===== config.mk =====
export PLATFORM = sky130hd
export DESIGN_NAME = multicycle_controller
export DESIGN_NICKNAME = d
export VERILOG_FILES = /design/src/rtl/arm_pkg.sv /design/src/rtl/cond_unit.sv /design/src/rtl/multicycle_controller.sv
export SDC_FILE = /design/constraint.sdc
export NUM_CORES = 1
export LEC_CHECK = 0
export ABC_CLOCK_PERIOD_IN_PS = 3500
export BUFFER_PORTS_ARGS = -buffer_cell sky130_fd_sc_hd__buf_2
export CAP_MARGIN = 25
export CORE_MARGIN = 4
export CORE_UTILIZATION = 48
export DETAILED_ROUTE_END_ITERATION = 10
export PLACE_DENSITY_LB_ADDON = 0.08
export SYNTH_ARGS = -nofsm -noshare
export SYNTH_HDL_FRONTEND = slang
export SYNTH_SLANG_ARGS = --single-unit

===== constraint.sdc =====
create_clock -name clk -period 3.5 [get_ports clk]
set_input_delay 0.175 -clock clk [delete_from_list [all_inputs] [get_ports clk]]
set_output_delay 0.175 -clock clk [all_outputs]
set_load 0.1 [all_outputs]

===== src/rtl/arm_pkg.sv =====
// Shared types and constants for the multicycle ARM controller.
// Latency: n/a (definitions only).
// Backpressure: n/a.
package arm_pkg;

  typedef enum logic [3:0] {
    S_FETCH     = 4'd0,
    S_DECODE    = 4'd1,
    S_MEM_ADR   = 4'd2,
    S_MEM_READ  = 4'd3,
    S_MEM_WB    = 4'd4,
    S_MEM_WRITE = 4'd5,
    S_EXEC_R    = 4'd6,
    S_EXEC_I    = 4'd7,
    S_ALU_WB    = 4'd8,
    S_BRANCH    = 4'd9
  } state_t;

  localparam logic [2:0] ALU_ADD = 3'b000;
  localparam logic [2:0] ALU_SUB = 3'b001;
  localparam logic [2:0] ALU_AND = 3'b010;
  localparam logic [2:0] ALU_ORR = 3'b011;
  localparam logic [2:0] ALU_ADC = 3'b100;

  localparam logic [3:0] CMD_AND = 4'b0000;
  localparam logic [3:0] CMD_SUB = 4'b0010;
  localparam logic [3:0] CMD_ADD = 4'b0100;
  localparam logic [3:0] CMD_ADC = 4'b0101;
  localparam logic [3:0] CMD_CMP = 4'b1010;
  localparam logic [3:0] CMD_ORR = 4'b1100;
  localparam logic [3:0] CMD_MOV = 4'b1101;

  localparam logic [3:0] COND_EQ = 4'b0000;
  localparam logic [3:0] COND_NE = 4'b0001;
  localparam logic [3:0] COND_CS = 4'b0010;
  localparam logic [3:0] COND_CC = 4'b0011;
  localparam logic [3:0] COND_MI = 4'b0100;
  localparam logic [3:0] COND_PL = 4'b0101;
  localparam logic [3:0] COND_VS = 4'b0110;
  localparam logic [3:0] COND_VC = 4'b0111;
  localparam logic [3:0] COND_HI = 4'b1000;
  localparam logic [3:0] COND_LS = 4'b1001;
  localparam logic [3:0] COND_GE = 4'b1010;
  localparam logic [3:0] COND_LT = 4'b1011;
  localparam logic [3:0] COND_GT = 4'b1100;
  localparam logic [3:0] COND_LE = 4'b1101;
  localparam logic [3:0] COND_AL = 4'b1110;

  // NZCV bit positions inside the 4-bit flag word
  localparam int FLAG_N = 3;
  localparam int FLAG_Z = 2;
  localparam int FLAG_C = 1;
  localparam int FLAG_V = 0;

  // ARM condition-code evaluation; the 1111 encoding never executes
  function automatic logic cond_eval(input logic [3:0] c, input logic [3:0] f);
    logic n, z, cf, v, r;
    n  = f[FLAG_N];
    z  = f[FLAG_Z];
    cf = f[FLAG_C];
    v  = f[FLAG_V];
    case (c)
      COND_EQ: r = z;
      COND_NE: r = ~z;
      COND_CS: r = cf;
      COND_CC: r = ~cf;
      COND_MI: r = n;
      COND_PL: r = ~n;
      COND_VS: r = v;
      COND_VC: r = ~v;
      COND_HI: r = cf & ~z;
      COND_LS: r = ~cf | z;
      COND_GE: r = (n == v);
      COND_LT: r = (n != v);
      COND_GT: r = ~z & (n == v);
      COND_LE: r = z | (n != v);
      COND_AL: r = 1'b1;
      default: r = 1'b0;
    endcase
    return r;
  endfunction

endpackage


===== src/rtl/cond_unit.sv =====
// NZCV flag register, condition evaluation and gating of architectural writes.
// Latency: gating is combinational; flags update on the edge ending an EXEC cycle.
// Backpressure: none; write requests are either passed or suppressed.
module cond_unit
  import arm_pkg::*;
(
  input  logic       clk_i,
  input  logic       reset_i,
  input  logic [3:0] cond_i,
  input  logic [3:0] alu_flags_i,
  input  logic [1:0] flag_w_i,
  input  logic       use_saved_i,
  input  logic       pc_req_i,
  input  logic       reg_req_i,
  input  logic       mem_req_i,
  output logic       pc_en_o,
  output logic       reg_en_o,
  output logic       mem_en_o,
  output logic       carry_o
);

  logic [3:0] flags_q, flags_d;
  logic       saved_q, saved_d;
  logic       cond_ex, cond_use;

  assign cond_ex = cond_eval(cond_i, flags_q);

  // A flag-setting EXEC updates flags before ALU_WB; the writeback must still
  // use the verdict taken with the flags the instruction started with.
  assign saved_d  = cond_ex;
  assign cond_use = use_saved_i ? saved_q : cond_ex;

  // Flag next-state: NZ and CV halves written independently, only if executed
  always_comb begin
    flags_d = flags_q;
    if (cond_ex) begin
      if (flag_w_i[1]) flags_d[FLAG_N:FLAG_Z] = alu_flags_i[FLAG_N:FLAG_Z];
      if (flag_w_i[0]) flags_d[FLAG_C:FLAG_V] = alu_flags_i[FLAG_C:FLAG_V];
    end
  end

  // Flag and saved-condition registers
  always_ff @(posedge clk_i) begin
    if (reset_i) begin
      flags_q <= 4'b0000;
      saved_q <= 1'b0;
    end else begin
      flags_q <= flags_d;
      saved_q <= saved_d;
    end
  end

  assign pc_en_o  = pc_req_i  & cond_use;
  assign reg_en_o = reg_req_i & cond_use;
  assign mem_en_o = mem_req_i & cond_use;
  assign carry_o  = flags_q[FLAG_C];

endmodule


===== src/rtl/multicycle_controller.sv =====
// Main sequencing FSM and ALU decode for the multicycle ARM datapath.
// Latency: 3-5 cycles per instruction; outputs are combinational from state.
// Backpressure: none; one state per clock, memory assumed single-cycle.
module multicycle_controller
  import arm_pkg::*;
#(
  parameter int STATE_W = 4
) (
  input  logic               clk,
  input  logic               reset,
  input  logic [1:0]         op,
  input  logic [5:0]         funct,
  input  logic [3:0]         rd,
  input  logic [3:0]         cond,
  input  logic [3:0]         alu_flags,
  output logic               pc_write,
  output logic               adr_src,
  output logic               mem_write,
  output logic               ir_write,
  output logic               reg_write,
  output logic [1:0]         result_src,
  output logic               alu_src_a,
  output logic [1:0]         alu_src_b,
  output logic [1:0]         imm_src,
  output logic [1:0]         reg_src,
  output logic [2:0]         alu_ctl,
  output logic               shift,
  output logic               carry,
  output logic [STATE_W-1:0] state
);

  state_t     state_q, state_d;
  logic [3:0] cmd;
  logic       is_cmp, s_eff, cv_op;
  logic [2:0] ctl_dec;
  logic       mov_dec;
  logic       fetch_pc, irw, pc_req, reg_req, mem_req, in_exec, use_saved;
  logic [1:0] flag_w;
  logic       pc_en, reg_en, mem_en;

  assign cmd    = funct[4:1];
  assign is_cmp = (cmd == CMD_CMP);
  assign s_eff  = funct[0] | is_cmp;
  assign cv_op  = (cmd == CMD_ADD) | (cmd == CMD_SUB) | (cmd == CMD_ADC) | is_cmp;
  assign flag_w = in_exec ? {s_eff, s_eff & cv_op} : 2'b00;

  // ALU operation decode from the data-processing cmd field
  always_comb begin
    ctl_dec = ALU_ADD;
    mov_dec = 1'b0;
    case (cmd)
      CMD_ADD:          ctl_dec = ALU_ADD;
      CMD_SUB, CMD_CMP: ctl_dec = ALU_SUB;
      CMD_AND:          ctl_dec = ALU_AND;
      CMD_ORR:          ctl_dec = ALU_ORR;
      CMD_ADC:          ctl_dec = ALU_ADC;
      CMD_MOV:          mov_dec = 1'b1;
      default:          ctl_dec = ALU_ADD;
    endcase
  end

  // State register; unused encodings fall back to FETCH via the default arm
  always_ff @(posedge clk) begin
    if (reset) state_q <= S_FETCH;
    else       state_q <= state_d;
  end

  // Next-state and per-state datapath controls
  always_comb begin
    state_d    = S_FETCH;
    adr_src    = 1'b0;
    result_src = 2'b00;
    alu_src_a  = 1'b0;
    alu_src_b  = 2'b00;
    alu_ctl    = ALU_ADD;
    shift      = 1'b0;
    irw        = 1'b0;
    fetch_pc   = 1'b0;
    pc_req     = 1'b0;
    reg_req    = 1'b0;
    mem_req    = 1'b0;
    in_exec    = 1'b0;
    use_saved  = 1'b0;
    case (state_q)
      S_FETCH: begin
        state_d    = S_DECODE;
        alu_src_a  = 1'b1;
        alu_src_b  = 2'b10;
        result_src = 2'b10;
        irw        = 1'b1;
        fetch_pc   = 1'b1;
      end
      S_DECODE: begin
        alu_src_a  = 1'b1;
        alu_src_b  = 2'b10;
        result_src = 2'b10;
        case (op)
          2'b00:   state_d = funct[5] ? S_EXEC_I : S_EXEC_R;
          2'b01:   state_d = S_MEM_ADR;
          2'b10:   state_d = S_BRANCH;
          default: state_d = S_FETCH;
        endcase
      end
      S_MEM_ADR: begin
        alu_src_b = 2'b01;
        state_d   = funct[0] ? S_MEM_READ : S_MEM_WRITE;
      end
      S_MEM_READ: begin
        adr_src = 1'b1;
        state_d = S_MEM_WB;
      end
      S_MEM_WB: begin
        result_src = 2'b01;
        reg_req    = 1'b1;
      end
      S_MEM_WRITE: begin
        adr_src = 1'b1;
        mem_req = 1'b1;
      end
      S_EXEC_R, S_EXEC_I: begin
        alu_src_b = (state_q == S_EXEC_I) ? 2'b01 : 2'b00;
        alu_ctl   = ctl_dec;
        shift     = mov_dec;
        in_exec   = 1'b1;
        state_d   = is_cmp ? S_FETCH : S_ALU_WB;
      end
      S_ALU_WB: begin
        use_saved = 1'b1;
        if (rd == 4'd15) pc_req  = 1'b1;
        else             reg_req = 1'b1;
      end
      S_BRANCH: begin
        alu_src_b  = 2'b01;
        result_src = 2'b10;
        pc_req     = 1'b1;
      end
      default: state_d = S_FETCH;
    endcase
  end

  cond_unit u_cond (
    .clk_i       (clk),
    .reset_i     (reset),
    .cond_i      (cond),
    .alu_flags_i (alu_flags),
    .flag_w_i    (flag_w),
    .use_saved_i (use_saved),
    .pc_req_i    (pc_req),
    .reg_req_i   (reg_req),
    .mem_req_i   (mem_req),
    .pc_en_o     (pc_en),
    .reg_en_o    (reg_en),
    .mem_en_o    (mem_en),
    .carry_o     (carry)
  );

  // Reset suppresses every architectural write so an aborted instruction leaves no trace
  assign pc_write  = ~reset & (fetch_pc | pc_en);
  assign ir_write  = ~reset & irw;
  assign reg_write = ~reset & reg_en;
  assign mem_write = ~reset & mem_en;

  assign imm_src = op;
  assign reg_src = {op == 2'b01, op == 2'b10};
  assign state   = STATE_W'(state_q);

endmodule


==> results of run 1 <==
-- metrics by stage --
| stage | total power (W) | instances | hold WS (ps) |
|---|---|---|---|
| floorplan | 0.000286 | 115 | 330 |
| finish | 0.000397 | 178 | 162 |
| detailed placement | 0.000315 | 174 | 451 |
| global route | 0.000413 | 178 | 176 |
| CTS | 0.000398 | 178 | 167 |
| global placement | 0.000313 | 174 | 437 |
-- cells by family after synthesis --
logic type | Yosys count
mux | 8
flops | 9
compound gates | 24
xor+xnor | 6
buf+inv | 15
simple gates | 53
-- routing by layer --
metal | up-vias | GRT usage, % | part of all wire [%]
li1 | 490 | - | -
met1 | 453 | 21.8 | 46
met2 | 30 | 27.3 | 46
met3 | 5 | 2.04 | 6.6
met4 | 0 | 9.17 | 2.2
met5 | - | 0 | 0
-- final timing paths --
| kind | slack, ps | end | start |
|---|---|---|---|
| worst min register to register | 520 | u_cond.flags_q[2] | u_cond.flags_q[2] |
| worst max register to register | 1510 | u_cond.flags_q[1] | u_cond.flags_q[2] |
| worst min-delay path | 160 | u_cond.flags_q[2] | alu_flags[2] |
| worst max-delay path | 700 | reg_write | u_cond.flags_q[2] |
-- cell usage after synthesis (all sizes together) --
master   instances  area [sq um]
nand2b          10          62.6
buf              9          73.8
dfxtp            9           180
nor2             9          33.8
nand2            8          30.0
nor3             7          35.0
a21oi            5          25.0
inv              5          18.8
mux2i            5          50.1
a211oi           4          50.1
o21ai            4          20.0
xnor2            4          35.0
mux2             3          37.5
nor3b            3          22.5
nor4             3          18.8
nand3            2          10.0
nor2b            2          12.5
or4b             2          20.0
xor2             2          17.5
a2111oi          1          8.76
a211o            1          8.76
a21o             1          7.51
a311o            1          10.0
and3             1          6.26
clkbuf           1          3.75
nand3b           1          7.51
nand4            1          6.26
nand4b           1          8.76
o2111a           1          11.3
o211ai           1          7.51
o21a             1          7.51
o22a             1          8.76
o22ai            1          6.26
o31ai            1          7.51
o41ai            1          8.76
or2b             1          7.51
or3              1          6.26
or3b             1          8.76
-- area by class of cell --
class	count	area, sq um
fill	168	629
inverter	5	18.8
multi-input combinational	91	639
clock buffer	4	26.3
sequential	9	180
timing repair buffer	44	220
tap	25	31.3
-- report_power, final --
group          internal (W)  leakage (nW)  switching [W]
logic             0.0000435         0.396       0.000151
registers          0.000107        0.0733      0.0000111
clock network     0.0000442        0.0150      0.0000404
total              0.000194         0.485       0.000203
-- critical path, cell delays in order, from the launching register on --
cell	delay, ps
sky130_fd_sc_hd__dfxtp_1	340
sky130_fd_sc_hd__or3b_1	370
sky130_fd_sc_hd__mux2_2	270
sky130_fd_sc_hd__a311o_1	390
sky130_fd_sc_hd__a211o_1	350
sky130_fd_sc_hd__a211oi_2	180
sky130_fd_sc_hd__buf_2	450
-- sequential cells by signal (all words and copies together) (netlist names) --
| register | flops |
|---|---|
| u_cond.saved_q | 1 |
| state | 4 |
| u_cond.flags_q | 4 |
==> results.yml, run 1 <==
outcome:
  run_status: "finished, final reports clean"
global_route:
  grt_start_max_net_pins: 17
  globalRouteTotalUtil_pct: 16.9
  grt_pass1_vias: 792
  wire_length_of_the_first_global_routing_pass_microns: 3450
  globalRoute.totalOverflow: 0
  antenna_found_initial: 0
placement:
  place_hpwl_microns: 1670
  place_congestion: 0.767
  placement.cell_area_sq_um: 1090
  preCtsSetupSlack_ps: 984
  place.port_buffers: 44
logic_synthesis:
  mappedNetlistNets: 137
  ys_seq_area_share_pct: 20.0
  synth.avg_cell_area_sq_um: 7.83
  netlist_instances: 115
  syn-cell-area_sq_um: 901
  synth_top_family_by_area: "simple AND/OR/NAND/NOR gates"
  synth_simple_gate_area_share_pct: 32.9
  distinct_cell_type_count_of_the_synthesized_netlist: 43
  synth-warning-count: 0
  yosys-mux-area-fraction_pct: 9.72
  synth_compound_area_share_pct: 20.8
  synth_area_in_adders_pct: 0
  ys_seq_elements: 9
  synth_xor_xnor_area_share_pct: 5.83
setup_path:
  cp_data_arrival_time_ps: 2630
  worst_ep_required_time_ps: 3320
  path_class: "reg -> out"
  rr_worst_depth: 5
  type_of_element_launching_the_critical_path: "flip-flop"
  path_max_fanout: 5
  timing.critical_path.to_type: "output port"
die:
  starting_utilization_of_the_core_area_pct: 51.6
  row_count: 15
  die_x_microns: 51.3
  die_y_extent_microns: 51.3
  design.core.area_sq_um: 1750
  design.portCount: 45
  die-area_sq_um: 2630
detailed_routing:
  drt.antenna.violating_nets: 0
  dr.pass1.iters: 4
  route.vias.total: 978
  first_iter_violations: 18
  number_of_remaining_drc_errors: 0
  detail_route.wl_per_cell_microns: 12.2
  viasPerCell: 5.49
  detail_route.wirelength_microns: 2170
final_layout:
  finish.net_count: 176
  area_delta_synth_final_pct: 23.9
  antenna-diode-count: 0
  finish.instance_area_sq_um: 1120
  utilization_pct: 63.9
  most-common-layout-cells: "sky130_fd_sc_hd__buf_2 (44), sky130_fd_sc_hd__nand2b_1 (10), sky130_fd_sc_hd__nor2_1 (9), sky130_fd_sc_hd__dfxtp_1 (9), sky130_fd_sc_hd__nand2_1 (8)"
  layout_commonest_cell: "sky130_fd_sc_hd__buf_2"
  fraction_of_layout_instances_using_a_drive_strength_above_1_pct: 37.9
pwr:
  power_per_standard_cell_area_nw_per_um2: 356
  leakage_nw: 0.485
  vdd.ir_drop.worst_v: 0.000325
clock_network:
  max-clock-path-buffers: 2
  cts_root_buf: "sky130_fd_sc_hd__clkbuf_4"
  post-cts-setup-buffers: 0
  cts_tree: "yes"
  post_cts_resized: 0
  htreeDepth: 1
  path_clk_slew_ps: 60
  numCtsBuffers: 3
  cts_sinks: 9
  cts_hold_buffers: 0
  clk_latency_ps: 270
sta:
  timing.final.hold_violations: 0
  minimum_setup_slack_in_the_final_design_ps: 700
  timing.slew.headroom_pct: 61.0
  grt_setup_unrepaired: "false"
  tightest_slew_ps: 584
  clock_skew_ps: 3.48
  fin_tns_setup_ps: 0
  max_freq_mhz: 357
  final_setup_violation_count: 0
  final_max_slew_viol_count: 0
  timing.final.crit_period_ps: 2800
  fin_crit_sh_pct: 80.0
run:
  drv.max_cap_violation_count: 0
hold_path:
  worst_hold_path_type: "in -> reg"
  timing.hold.worst_path_depth: 3
Note: power is estimated with default switching activity, not from simulation.
==> inputs of run 2 (changes only) <==
ABC_CLOCK_PERIOD_IN_PS = 2800   (was 3500)
CORE_UTILIZATION = 45   (was 48)
clock period = 2.8 ns   (was 3.5 ns; I/O delays follow)
==> results.yml, run 2 (same netlist as run 1, synthesis figures left out) <==
outcome:
  run_status: "finished, final reports clean"
sta:
  grt_setup_unrepaired: "false"
  fin_tns_setup_ps: 0
  tightest_slew_ps: 500
  whs_ps: 133
  clock_skew_ps: 5.85
  timing.final.crit_period_ps: 2680
  timing.slew.headroom_pct: 66.6
  max_freq_mhz: 374
  minimum_setup_slack_in_the_final_design_ps: 125
  final_setup_violation_count: 0
  timing.final.hold_violations: 0
  final_max_slew_viol_count: 0
  fin_crit_sh_pct: 95.5
hold_path:
  worst_hold_path_type: "in -> reg"
  worstHoldStart: "alu_flags[0]"
global_route:
  globalRoute.totalOverflow: 0
  antenna_found_initial: 0
  wire_length_of_the_first_global_routing_pass_microns: 3950
  globalRouteTotalUtil_pct: 19.0
  grt_pass1_vias: 872
  grt_start_max_net_pins: 17
clock_network:
  clk_latency_ps: 270
  cts_root_buf: "sky130_fd_sc_hd__clkbuf_4"
  post-cts-setup-buffers: 0
  numCtsBuffers: 3
  max-clock-path-buffers: 2
  cts_hold_buffers: 0
  path_clk_slew_ps: 70
  post_cts_resized: 0
  cts_sinks: 9
  cts_tree: "yes"
  htreeDepth: 1
setup_path:
  register_to_register_setup_slack_ps: 750
  crit_path_start: "u_cond.flags_q[2]"
  critPathBufInv: 1
  cp_num_cells: 6
  cpLargestDelayFamily: "compound AO/OA/AOI/OAI gates"
  path_max_fanout: 5
  crit_path_max_incr_delay_ps: 430
  reg2reg_to: "u_cond.flags_q[1]"
  regToRegStartpoint: "u_cond.flags_q[2]"
  critical_path.slowest_cell: "sky130_fd_sc_hd__buf_2"
  path_class: "reg -> out"
  timing.critical_path.to_type: "output port"
  worst_ep_required_time_ps: 2660
  cp_cell_sequence: "or3b_1, mux2_2, a311o_1, a211o_1, nor2_2, buf_2"
  type_of_element_launching_the_critical_path: "flip-flop"
  cp_data_arrival_time_ps: 2540
  rr_worst_depth: 5
  worst_setup_path_endpoint: "mem_write"
final_layout:
  finish.net_count: 176
  area_of_the_multi_input_gates_sq_um: 704
  antenna-diode-count: 0
  sequential_cell_area_sq_um: 185
  fillerInstances: 164
  finish.instance_area_sq_um: 1200
  fraction_of_layout_instances_using_a_drive_strength_above_1_pct: 45.8
  most-common-layout-cells: "sky130_fd_sc_hd__buf_2 (43), sky130_fd_sc_hd__nand2b_1 (10), sky130_fd_sc_hd__nand2_1 (8)"
  layout_commonest_cell: "sky130_fd_sc_hd__buf_2"
  area_delta_synth_final_pct: 33.3
  post_layout_nonfiller_instances: 178
pwr:
  relative_contribution_of_the_clock_network_to_total_power_pct: 20.8
  power_per_standard_cell_area_nw_per_um2: 421
  vdd.ir_drop.worst_v: 0.000405
  seqPwrFrac_pct: 29.4
  p_int_w: 0.000245
  combinationalPowerShare_pct: 49.7
  leakage_nw: 0.500
  p_switching_w: 0.000261
  power.switching_fraction_pct: 51.5
detailed_routing:
  route.vias.total: 978
  viasPerCell: 5.49
  number_of_remaining_drc_errors: 0
  dr.pass1.iters: 5
  first_iter_violations: 15
  drt.antenna.violating_nets: 0
  detail_route.wl_per_cell_microns: 12.8
  detail_route.wirelength_microns: 2280
placement:
  placement.cell_area_sq_um: 1170
  preCtsSetupSlack_ps: 415
  place.port_buffers: 44
  place_hpwl_microns: 1780
  numPlacedInstances: 174
  place_congestion: 0.892
die:
  die_y_extent_microns: 52.7
  row_count: 15
  starting_utilization_of_the_core_area_pct: 50.0
  design.portCount: 45
  die-area_sq_um: 2780
  die_x_microns: 52.7
  design.core.area_sq_um: 1800
run:
  drv.max_cap_violation_count: 0
==> run 2: worst min path at each step <==
stage	endpoint	depth (start not counted)
after floorplan	u_cond.flags_q[1]	2
after global placement	u_cond.flags_q[1]	3
after detailed placement	u_cond.flags_q[0]	3
after CTS	u_cond.flags_q[0]	3
after global routing	u_cond.flags_q[3]	3
final	u_cond.flags_q[0]	3
==> run 2: layer usage <==
layer | share of wire (%) | global-route usage [%] | wire length, microns
met1 | 46 | 24.0 | 1040
met5 | 0 | 0 | 0
met4 | 1.9 | 9.79 | 44
met2 | 44 | 29.5 | 1010
met3 | 8.0 | 4.56 | 183
==> run 2: worst min-delay path, cell delays in order <==
cell                       delay (ps)
sky130_fd_sc_hd__buf_2            100
sky130_fd_sc_hd__nand2b_1          60
sky130_fd_sc_hd__mux2i_1           60
==> run 2: layout make-up <==
| cell class | instances | area share, % |
|---|---|---|
| clock buffers | 4 | 2.19 |
| repair buffers | 44 | 19.6 |
| well taps | 25 | 2.60 |
| flip-flops and latches | 9 | 15.4 |
| multi-input cells | 91 | 58.6 |
| inverters | 5 | 1.56 |
==> run 2: per-stage QoR <==
step	power (W)	util [%]
final	0.000506	66.7
after global routing	0.000531	66.7
after CTS	0.000509	66.7
after detailed placement	0.000404	65.2
after global placement	0.000400	65.2
after floorplan	0.000364	-
==> run 2: power by group through the flow <==
stage	combinational, W	clock, W	sequential, W
final	0.000252	0.000105	0.000149
after global routing	0.000265	0.000115	0.000151
after CTS	0.000253	0.000108	0.000149
after detailed placement	0.000252	0	0.000152
after global placement	0.000249	0	0.000151
after floorplan	0.000196	0	0.000168
==> inputs of run 3 (changes only) <==
ABC_CLOCK_PERIOD_IN_PS = 3260   (was 2800)
CORE_UTILIZATION = 48   (was 45)
clock period = 3.26 ns   (was 2.8 ns; I/O delays follow)
==> results.yml, run 3 (same netlist as run 1, synthesis figures left out) <==
detailed_routing:
  detail_route.wl_per_cell_microns: 12.3
  number_of_remaining_drc_errors: 0
  viasPerCell: 5.37
  first_iter_violations: 18
  drt.antenna.violating_nets: 0
  dr.pass1.iters: 4
  route.vias.total: 956
  detail_route.wirelength_microns: 2200
die:
  die_y_extent_microns: 51.3
  row_count: 15
  design.portCount: 45
  die-area_sq_um: 2630
  die_x_microns: 51.3
  design.core.area_sq_um: 1750
  starting_utilization_of_the_core_area_pct: 51.6
setup_path:
  regToRegStartpoint: "u_cond.flags_q[2]"
  path_class: "reg -> out"
  critPathBufInv: 1
  cp_cell_sequence: "or3b_1, mux2_2, a311o_1, a211o_1, a211oi_2, buf_2"
  cpLargestDelayFamily: "compound AO/OA/AOI/OAI gates"
  path_max_fanout: 5
  timing.critical_path.to_type: "output port"
  worst_setup_path_endpoint: "reg_write"
  crit_path_start: "u_cond.flags_q[2]"
  rr_worst_depth: 5
  critical_path.slowest_cell: "sky130_fd_sc_hd__buf_2"
  cp_num_cells: 6
  crit_path_max_incr_delay_ps: 450
  type_of_element_launching_the_critical_path: "flip-flop"
  cp_data_arrival_time_ps: 2610
  reg2reg_to: "u_cond.flags_q[0]"
  register_to_register_setup_slack_ps: 1260
  worst_ep_required_time_ps: 3100
clock_network:
  cts_sinks: 9
  cts_hold_buffers: 0
  max-clock-path-buffers: 2
  cts_root_buf: "sky130_fd_sc_hd__clkbuf_4"
  numCtsBuffers: 3
  htreeDepth: 1
  post-cts-setup-buffers: 0
  cts_tree: "yes"
  clk_latency_ps: 260
  path_clk_slew_ps: 60
  post_cts_resized: 0
sta:
  max_freq_mhz: 361
  fin_crit_sh_pct: 85.0
  grt_setup_unrepaired: "false"
  timing.slew.headroom_pct: 59.1
  final_max_slew_viol_count: 0
  clock_skew_ps: 4.98
  final_setup_violation_count: 0
  tightest_slew_ps: 613
  timing.final.crit_period_ps: 2770
  timing.final.hold_violations: 0
  whs_ps: 163
placement:
  placement.cell_area_sq_um: 1120
  place_hpwl_microns: 1730
  place_congestion: 0.876
  place.port_buffers: 44
  numPlacedInstances: 174
pwr:
  relative_contribution_of_the_clock_network_to_total_power_pct: 20.2
  p_switching_w: 0.000215
  power_per_standard_cell_area_nw_per_um2: 370
  combinationalPowerShare_pct: 49.9
  vdd.ir_drop.worst_v: 0.000270
  leakage_nw: 0.489
  p_int_w: 0.000209
  power.switching_fraction_pct: 50.8
  seqPwrFrac_pct: 29.9
  design_power_total_w: 0.000423
final_layout:
  fillerInstances: 166
  finish.instance_area_sq_um: 1140
  fraction_of_layout_instances_using_a_drive_strength_above_1_pct: 41.2
  finish.net_count: 176
  area_delta_synth_final_pct: 27.1
  post_layout_nonfiller_instances: 178
  most-common-layout-cells: "sky130_fd_sc_hd__buf_2 (44), sky130_fd_sc_hd__nand2b_1 (10), sky130_fd_sc_hd__nor2_1 (9), sky130_fd_sc_hd__dfxtp_1 (9), sky130_fd_sc_hd__nand2_1 (8)"
  antenna-diode-count: 0
  layout_commonest_cell: "sky130_fd_sc_hd__buf_2"
global_route:
  globalRoute.totalOverflow: 0
  grt_pass1_vias: 895
  wire_length_of_the_first_global_routing_pass_microns: 3730
  globalRouteTotalUtil_pct: 17.7
  grt_start_max_net_pins: 17
  antenna_found_initial: 0
outcome:
  run_status: "finished, final reports clean"
run:
  drv.max_cap_violation_count: 0
hold_path:
  worst_hold_path_type: "in -> reg"
## run 3: cell count changes in the layout (fill, tap and decap cells not counted), moves of 2 or more
cell and change:
sky130_fd_sc_hd__dfxtp_1 +4, sky130_fd_sc_hd__dfxtp_2 -4, sky130_fd_sc_hd__nor2_1 +2, sky130_fd_sc_hd__nor2_2 -2, sky130_fd_sc_hd__nor4_2 +2, sky130_fd_sc_hd__nor4_4 -2
## run 3: worst min-delay path by stage
stage               cells past startpoint          from                end
finish                                  3  alu_flags[2]  u_cond.flags_q[2]
global route                            3  alu_flags[2]  u_cond.flags_q[2]
CTS                                     3  alu_flags[2]  u_cond.flags_q[2]
detailed placement                      3  alu_flags[2]  u_cond.flags_q[2]
global placement                        3  alu_flags[2]  u_cond.flags_q[2]
floorplan                               2  alu_flags[3]  u_cond.flags_q[3]
## run 3: power by group through the flow
stage	logic (W)	clock network (W)	registers, W
6_report	0.000211	0.0000854	0.000127
2_1_floorplan	0.000164	0	0.000144
3_5_place_dp	0.000212	0	0.000129
4_1_cts	0.000212	0.0000882	0.000127
5_1_grt	0.000222	0.0000911	0.000128
3_3_place_gp	0.000209	0	0.000129
## run 3: layout make-up
| type | count | area, sq um | share of cell area (%) |
|---|---|---|---|
| multi-input cells | 91 | 668 | 58.4 |
| repair buffers | 44 | 220 | 19.2 |
| flip-flops and latches | 9 | 180 | 15.7 |
| well taps | 25 | 31.3 | 2.73 |
| clock buffers | 4 | 26.3 | 2.30 |
| inverters | 5 | 18.8 | 1.64 |
## run 3: stage by stage
| step | TNS [ps] | utilization, % | setup slack [ps] |
|---|---|---|---|
| finish | 0 | 65.6 | 489 |
| global route | 0 | 65.6 | 403 |
| detailed placement | 0 | 64.1 | 764 |
| global placement | 0 | 64.1 | 803 |
| floorplan | -651 | - | -213 |
| CTS | 0 | 65.6 | 482 |
## run 3: layer usage
layer	up-vias	part of all wire [%]	GRT usage, %
li1	487	-	-
met1	429	47	22.4
met2	35	45	31.1
met3	5	7.2	2.33
met4	0	1.1	5.24
met5	-	0	0
## run 3: worst min-delay path: cells and delay by family
family        cells  cell delay [ps]
buf+inv           1              100
simple gates      1               50
mux               1               60
